--- src/rtl/mipi_payload_assembler.sv ---
// mipi_payload_assembler: packs a byte stream from the miner core into one DLEN-byte
//   payload and hands it to the pixel data generator with a one-cycle write_enable,
//   launching only while busy is low, then frees the buffer once busy acknowledges.
// Latency: last byte accepted on N -> held on N+1 -> write_enable on N+2 if busy is low.
// Backpressure: in_ready is high only while filling; it stays low from payload
//   completion until busy is seen high after the launch.
// Ports: tx_pixel_clk, reset (async, active-high); in_data/in_valid/in_last/in_ready
//   byte stream; busy from the generator; data_out (byte i at [8i+7:8i]),
//   write_enable, payload_bytes, launch_count.
// Optional: define MIPI_ASM_ACK_TIMEOUT_EN to re-launch the held payload when busy
//   has not risen within ACK_TIMEOUT cycles of a launch.
module mipi_payload_assembler #(
   parameter int DLEN        = 43,
   parameter int ACK_TIMEOUT = 1024
) (
   input  logic              tx_pixel_clk,
   input  logic              reset,
   input  logic [7:0]        in_data,
   input  logic              in_valid,
   input  logic              in_last,
   output logic              in_ready,
   input  logic              busy,
   output logic [DLEN*8-1:0] data_out,
   output logic              write_enable,
   output logic [15:0]       payload_bytes,
   output logic [15:0]       launch_count
);

   localparam int IW = $clog2(DLEN + 1);

   typedef enum logic [1:0] {FILL, HOLD, LAUNCH, ACK} state_t;

   state_t        state;
   logic [IW-1:0] idx;
   logic          accept;

   assign in_ready = (state == FILL);
   assign accept   = in_valid && in_ready;

`ifdef MIPI_ASM_ACK_TIMEOUT_EN
   logic [15:0] wait_cnt;
`else
   // ACK_TIMEOUT only matters when the retry feature is built in.
   logic unused_ack_timeout;
   assign unused_ack_timeout = ^ACK_TIMEOUT;
`endif

   always_ff @(posedge tx_pixel_clk or posedge reset) begin
      if (reset) begin
         state         <= FILL;
         idx           <= '0;
         data_out      <= '0;
         write_enable  <= 1'b0;
         payload_bytes <= '0;
         launch_count  <= '0;
`ifdef MIPI_ASM_ACK_TIMEOUT_EN
         wait_cnt      <= '0;
`endif
      end else begin
         write_enable <= 1'b0;
         case (state)
            FILL: begin
               if (accept) begin
                  for (int i = 0; i < DLEN; i++) begin
                     if (idx == IW'(i)) data_out[8*i +: 8] <= in_data;
                  end
                  idx <= idx + 1'b1;
                  // A full buffer and an explicit in_last end the payload identically.
                  if (idx == IW'(DLEN - 1) || in_last) begin
                     payload_bytes <= 16'(idx) + 16'd1;
                     state         <= HOLD;
                  end
               end
            end
            HOLD: begin
               if (!busy) begin
                  write_enable <= 1'b1;
                  state        <= LAUNCH;
               end
            end
            LAUNCH: begin
               // The generator copies data_out on the strobe cycle itself.
               state <= ACK;
`ifdef MIPI_ASM_ACK_TIMEOUT_EN
               wait_cnt <= '0;
`endif
            end
            ACK: begin
               if (busy) begin
                  // Generator owns its copy now, so the buffer can be wiped; the
                  // clear keeps the unused top bytes of a short payload at zero.
                  launch_count <= launch_count + 16'd1;
                  data_out     <= '0;
                  idx          <= '0;
                  state        <= FILL;
               end
`ifdef MIPI_ASM_ACK_TIMEOUT_EN
               else if (wait_cnt == 16'(ACK_TIMEOUT - 1)) begin
                  state <= HOLD;  // payload kept intact for the retry
               end else begin
                  wait_cnt <= wait_cnt + 16'd1;
               end
`endif
            end
            default: state <= FILL;
         endcase
      end
   end

endmodule

--- config.mk ---
export PLATFORM = sky130hd
export DESIGN_NAME = mipi_payload_assembler
export DESIGN_NICKNAME = d
export VERILOG_FILES = /design/src/rtl/mipi_payload_assembler.sv
export SDC_FILE = /design/constraint.sdc
export NUM_CORES = 1
export LEC_CHECK = 0
export ABC_CLOCK_PERIOD_IN_PS = 24700
export CAP_MARGIN = 10
export CORE_MARGIN = 2
export CORE_UTILIZATION = 54
export CTS_BUF_LIST = sky130_fd_sc_hd__clkbuf_4
export CTS_CLUSTER_DIAMETER = 60
export DETAILED_ROUTE_END_ITERATION = 16
export PLACE_DENSITY = 0.91
export SLEW_MARGIN = 25
export SYNTH_ARGS = -nofsm -noshare
export SYNTH_HDL_FRONTEND = slang
export SYNTH_SLANG_ARGS = --single-unit
--- constraint.sdc ---
create_clock -name tx_pixel_clk -period 24.7 [get_ports tx_pixel_clk]
set_input_delay 4.94 -clock tx_pixel_clk [delete_from_list [all_inputs] [get_ports tx_pixel_clk]]
set_output_delay 4.94 -clock tx_pixel_clk [all_outputs]
set_load 0.05 [all_outputs]
### Yosys cells after proc, flatten, opt, wreduce, memory -nomap -nowiden

Index checks and enable logic that the tools add are counted.
W data, S select, Z words.

| storage, ports and cells | value |
|---|---|
| flip-flop bits (word level) | 385 |
| input port bits | 13 |
| word-level logic and storage cells | 251 |

| operators by class | value |
|---|---|
| $add $sub $neg | 3 |
| equality and inequality tests | 92 |
| reductions and logical operators | 52 |
| mux-type cells | 56 |

Operators with widths:

| kind | count |
|---|---|
| $mux W344 | 2 |
| $pmux W344 S2 | 1 |
| $mux W8 | 43 |
| $reduce_and A4 Y1 | 44 |
| $eq A6 B5 Y1 const B | 16 |
| $ne A2 B1 Y1 const B | 45 |
| $eq A6 B6 Y1 const B | 11 |
| $eq A6 B4 Y1 const B | 8 |
| $eq A6 B3 Y1 const B | 4 |
| $add A16 B1 Y16 const B | 1 |
| $eq A6 B2 Y1 const B | 2 |
| $mux W6 | 2 |
| $pmux W6 S2 | 1 |
| $mux W2 | 4 |
| $pmux W2 S4 | 1 |
| $add A6 B1 Y7 const B | 1 |
| $add A6 B1 Y6 const B | 1 |
| $eq A6 B1 Y1 const B | 1 |
| $logic_not A6 Y1 | 1 |
| $reduce_and A3 Y1 | 2 |
| $eq A2 B2 Y1 const B | 2 |
| $ne A2 B2 Y1 const B | 2 |
| $eq A2 B1 Y1 const B | 1 |
| $logic_not A2 Y1 | 1 |
| 5 further kinds | 6 |

### Logic depth before layout (Yosys ltp)

Gate-level depths: netlist of run 1.

| depth | value |
|---|---|
| depth in word-level cells | 5 |
| depth in mapped cells | 8 |

### Worst setup path after synthesis of run 1

No wires, ideal clock.

| path | value |
|---|---|
| path kind | input -> register |
| start | input port in_valid |
| end | register data_out[21] |
| buffers on the path | 2 |
| library setup time | 0.125 ns |
| arrival time | 6.026 ns |
| slack | 18.550 ns |
| data required time | 24.575 ns |
| cell stages on the path | 6 |
| cell sequence | nor2b_1 -> nor3_2 -> buf_4 -> buf_6 -> nand2_2 -> mux2_2 |

| on the way | value |
|---|---|
| word-level cells in the longest chain between the ends | 3 |

RTL lines:

| what | RTL line | source |
|---|---|---|
| from (decl) | 19 | `input logic in_valid,` |
| $logic_and A1 B1 Y1 | 38 | `assign accept = in_valid && in_ready;` |
| $ne A2 B1 Y1 (no source line) | n/a |  |
| $reduce_and A4 Y1 (no source line) | n/a |  |
| to (signal, indexed assignment) | 65 | `if (idx == IW'(i)) data_out[8*i +: 8] <= in_data;` |
| to (decl) | 23 | `output logic [DLEN*8-1:0] data_out,` |

Every way passes these cells.
A chain may end at the register's enable or synchronous reset.

### Worst setup path after layout of run 1

| path | value |
|---|---|
| start | register state[1] |
| end | output port in_ready |

| on the way | value |
|---|---|
| word-level cells in the longest chain between the ends | 1 |

RTL lines:

| what | RTL line | source |
|---|---|---|
| from (decl) | 33 | `state_t state;` |
| from (signal assigned) | 50 | `state <= FILL;` |
| from (signal assigned) | 71 | `state <= HOLD;` |
| from (signal assigned) | 78 | `state <= LAUNCH;` |
| $logic_not A2 Y1 | 37 | `assign in_ready = (state == FILL);` |
| to (decl) | 21 | `output logic in_ready,` |

Every way passes these cells.

==> flow_summary.ini, run 1 <==
[place]
place_congestion = 0.7839
hpwl_microns = 27240
port_buffers = 381

[clock_tree]
root_buffer = clkbuf_4
holdBufCountCts = 0
insertion_delay_ns = 0.70
clk_pin_slew_ns = 0.06
cts_tree = done
cts_max_level = 3
cts_buffer_depth = 3
cts_buffers = 93
postCtsSetupBuffers = 0
cts.repair.resized = 0
clock-sinks = 376

[worst_setup_path]
crit_type = register to output pin
rr_startpoint = state[1]
ff2ff_path_depth = 7
crit_required_ns = 19.76
arrival_ns = 2.85
path_max_fanout = 49
end_kind = output pin
reg2reg_setup_slack_ns = 21.55
timing.rr.end = data_out[158]
start_kind = register

[synth]
synthArstFlopShare = 1.000
syn_area_per_cell_sq_um = 15.15
synth_top_area_share = 0.6241
ys_seq_area_frac = 0.6241
yosysTopAreaCell = dfrtp_1
syn_inst = 995
yosysWarningCount = 0
synth_seq_cells = 376
netlist-cell-type-count = 43
netlist_area_sq_um = 15080
synth.area.top_cells = dfrtp_1 62%, mux2_2 24%, mux2_1 2.1%
synth_edf_count = 0
synth_flop_cell = dfrtp_1

[drt]
drc = 0
drt_wl_total_microns = 41390
first_iter_violations = 528
wl_met3_microns = 2954
vias = 10050
first_pass_iters = 4
drt-met1-wl_microns = 16580
met2_length_microns = 20210
highest_layer = met4
ant_nets = 0
wire_per_inst_microns = 22.19
via_per_inst = 5.386

[timing]
fin_crit_sh = 0.3153
fin_crit_ns = 7.787
relSlewSlack = 0.3901
tns_ns = 0
hold_viol_final = 0
drv_slew = 0
skew_ns = 0.05202
fmax_mhz = 128.4
finalSetupViolCount = 0
rsz0062_at_grt = false
tightest_slew_ns = 0.9149

[floorplanning]
fp.dieArea_sq_um = 29270
dieWidth_microns = 171.1
coreArea_sq_um = 27630
io_pins = 391
rows = 61
die_height_microns = 171.1
start_util = 0.5457

[worst_hold_path]
min-delay-path-class = register to register
hold_depth = 1
min_to = launch_count[15]
hp-start = launch_count[15]

[run_status]
outcome = completed

[global_routing]
antenna_found_initial = 1
grt_pass1_vias = 10680
grtUsageTotal = 0.2833
grt_pass1_wl_microns = 62420
grt_max_degree = 173
grt_overflow = 0

[layout]
syn_to_final_growth_pct = 35.03
fin_nets = 1451
layout_common_cells = 381 x clkdlybuf4s50_1, 376 x dfrtp_1, 317 x mux2_2
drive_above_1_share = 0.3589
final_common_cell = clkdlybuf4s50_1

[flow_run]
cap_violations = 0
==> Yosys cell counts, types with 2 or more instances <==
cell type  instances
xor2_1             5
xnor2_1           14
o21ai_0           20
inv_1              7
mux2_1            28
nand3b_1           8
mux2_2           317
or3b_2             2
o21ai_1           27
nand2b_1           2
and3_1             3
nand3_1            9
nor2b_1           10
ha_1               9
a22o_1             2
clkbuf_1          38
nand2_2           30
nand2_1           14
nor3_1             3
or3b_1             2
or3_1              2
nand2_4           10
dfrtp_1          376
buf_2              7
mux2_4             8
buf_4             13
buf_6              3
nand4_1            4
nor2_1             8
==> metrics by stage <==
| stage | setup WS, ns | util | instance area [sq um] | instances | hold WS (ns) |
|---|---|---|---|---|---|
| finish | 16.91 | 0.7368 | 20360 | 1865 | 0.4879 |
| global route | 16.77 | 0.7368 | 20360 | 1865 | 0.5109 |
| CTS | 16.88 | 0.7357 | 20330 | 1862 | 0.4856 |
| detailed placement | 17.30 | 0.6965 | 19240 | 1711 | 0.4727 |
| global placement | 17.34 | 0.6965 | 19240 | 1711 | 0.4636 |
| floorplan | 9.316 | - | 15110 | 1003 | 0.5279 |
==> per-layer routing <==
metal / GRT usage / up-vias
met5: 0 / -
met4: 0.1297 / 0
met3: 0.07934 / 93
met2: 0.4670 / 397
met1: 0.3484 / 5145
li1: - / 4410
==> flip-flops by register name, indices dropped and copies added, names as in the netlist <==
name	count
launch_count	16
idx	6
payload_bytes	7
write_enable	1
state	2
data_out	344
==> worst max-delay path: stages (launching register included) <==
cell and delay (ns):
dfrtp_1 0.42, inv_1 0.10, ha_2 0.70, clkdlybuf4s50_1 0.97
==> cells by family after synthesis <==
family,after synthesis,share of synthesized area
xor gates and xnor gates,19,0.01104
adders and majority gates,9,0.007469
AOI/OAI and AO/OA,56,0.02067
muxes,353,0.2656
DFF,376,0.6241
other,1,0.0002487
and+or+nand+nor,111,0.04730
buffers and inverters,70,0.02357
==> final cells by class <==
type	instances	area, sq um
Sequential cell	376	9409
Fill cell	1802	7271
Multi-Input combinational cell	557	5411
Timing Repair Buffer	394	3944
Clock buffer	132	991.0
Tap cell	378	473.0
Clock inverter	19	91.34
Inverter	7	33.78
Antenna cell	2	5.005
==> how the worst max path moves through the flow <==
stage	from	endpoint	depth (start not counted)
floorplan	reset	data_out[0]	1
global placement	busy	data_out[155]	6
detailed placement	busy	data_out[158]	6
CTS	state[1]	in_ready	3
global route	state[0]	in_ready	3
finish	state[1]	in_ready	3
Power of run 1 is not shown: default switching activity piles up to over one toggle a cycle in this logic, so the estimate is an artifact.
==> run 2, diff against run 1 <==
--- a/config.mk
+++ b/config.mk
@@ -5,14 +5,14 @@
 export SDC_FILE = /design/constraint.sdc
 export NUM_CORES = 1
 export LEC_CHECK = 0
-export ABC_CLOCK_PERIOD_IN_PS = 24700
+export ABC_CLOCK_PERIOD_IN_PS = 6270
 export CAP_MARGIN = 10
 export CORE_MARGIN = 2
-export CORE_UTILIZATION = 54
+export CORE_UTILIZATION = 46
 export CTS_BUF_LIST = sky130_fd_sc_hd__clkbuf_4
 export CTS_CLUSTER_DIAMETER = 60
 export DETAILED_ROUTE_END_ITERATION = 16
-export PLACE_DENSITY = 0.91
+export PLACE_DENSITY = 0.83
 export SLEW_MARGIN = 25
 export SYNTH_ARGS = -nofsm -noshare
 export SYNTH_HDL_FRONTEND = slang
==> constraint.sdc (replaced) <==
create_clock -name tx_pixel_clk -period 6.27 [get_ports tx_pixel_clk]
set_input_delay 1.254 -clock tx_pixel_clk [delete_from_list [all_inputs] [get_ports tx_pixel_clk]]
set_output_delay 1.254 -clock tx_pixel_clk [all_outputs]
set_load 0.05 [all_outputs]
==> flow_summary.ini, run 2 (synthesis results as in run 1) <==
[worst_setup_path]
cp_cell_sequence = inv_1, ha_1, clkdlybuf4s50_1
slowest_delay_ns = 0.84
crit_type = register to output pin
critical_path.slowest_cell = clkdlybuf4s50_1
path_max_fanout = 4
end_kind = output pin
arrival_ns = 2.32
crit_required_ns = 5.02
start_kind = register
reg2reg_setup_slack_ns = 3.19

[global_routing]
grt_overflow = 0
grt_pass1_vias = 10370
grt_max_degree = 174
antenna_found_initial = 1
grtUsageTotal = 0.2489
grt_pass1_wl_microns = 63310

[run_status]
outcome = completed

[layout]
drive_above_1_share = 0.3610
final_util = 0.6342
top_regs = data_out x344, launch_count x16, payload_bytes x7
fin_nets = 1454
fillers = 2525
final_common_cell = clkdlybuf4s50_1
regMostFlops = data_out
final_cells = 1939
layout_common_cells = 381 x clkdlybuf4s50_1, 376 x dfrtp_1, 317 x mux2_2
largest_reg_flops = 344
syn_to_final_growth_pct = 36.17

[timing]
fin_crit_sh = 0.5694
rsz0062_at_grt = false
fmax_mhz = 280.1
relSlewSlack = 0.3500
finalSetupViolCount = 0
skew_ns = 0.02610
drv_slew = 0
tightest_slew_ns = 0.9750
fin_crit_ns = 3.570
hold_viol_final = 0

[drt]
ant_nets = 0
via_per_inst = 5.150
first_pass_iters = 4
wire_per_inst_microns = 21.67
drt_wl_total_microns = 42010
first_iter_violations = 507
vias = 9986
drc = 0

[flow_run]
cap_violations = 0

[clock_tree]
cts_max_level = 3
insertion_delay_ns = 0.76
clk_pin_slew_ns = 0.06
postCtsSetupBuffers = 0
cts_buffer_depth = 3
holdBufCountCts = 0
clock-sinks = 376
cts_tree = done
root_buffer = clkbuf_4
cts_buffers = 94
cts.repair.resized = 0

[floorplanning]
coreArea_sq_um = 32370
fp.dieArea_sq_um = 34240
dieWidth_microns = 185.0
start_util = 0.4658
rows = 66
io_pins = 391
die_height_microns = 185.0

[place]
placedCellCount = 1777
place_congestion = 0.7683
port_buffers = 381
hpwl_microns = 27730

[worst_hold_path]
min-delay-path-class = register to register
run 2: per-stage QoR:
step                      instance area (sq um)  setup TNS [ns]  setup slack, ns  hold WS (ns)
after floorplan                           15110          -12.81         -0.03408        0.5279
final                                     20530               0            2.700        0.4774
after global routing                      20530               0            2.575        0.5015
after global placement                    19340               0            2.557        0.4657
after detailed placement                  19340               0            2.531        0.4629
after CTS                                 20500               0            2.614        0.4810
run 2: path summary, 6_finish.rpt:
kind,start,end,cells past startpoint
setup / recovery,state[0],in_ready,3
hold / removal,launch_count[15],launch_count[15],1
setup reg to reg,state[0],data_out[153],8
hold reg to reg,launch_count[15],launch_count[15],1
max in group asynchronous,reset,data_out[162],4
min in group asynchronous,reset,data_out[243],3
run 2: cell type report:
type,instances,area (sq um),area share
multi-input combinational,557,5409,0.2635
clock buffer,137,1028,0.05010
timing repair buffer,396,3971,0.1934
clock inverter,23,126.4,0.006156
sequential,376,9409,0.4583
inverter,7,30.03,0.001463
antenna,1,2.502,0.0001219
tap,442,553.0,0.02694
run 2: routing by layer:
metal | GRT usage | wire, microns | vias up
met4 | 0.1089 | 1434 | 0
met2 | 0.4028 | 20620 | 344
li1 | - | - | 4419
met5 | 0 | 0 | -
met3 | 0.07688 | 2857 | 78
met1 | 0.3089 | 17100 | 5145
run 2: worst max-delay path, delay by kind of cell (launching register included):
family                   cells  cell delay (ns)
buffers and inverters        2             0.95
flip-flops                   1             0.43
adder cells (fa/ha/maj)      1             0.17
Power of run 2 is left out for the same reason.
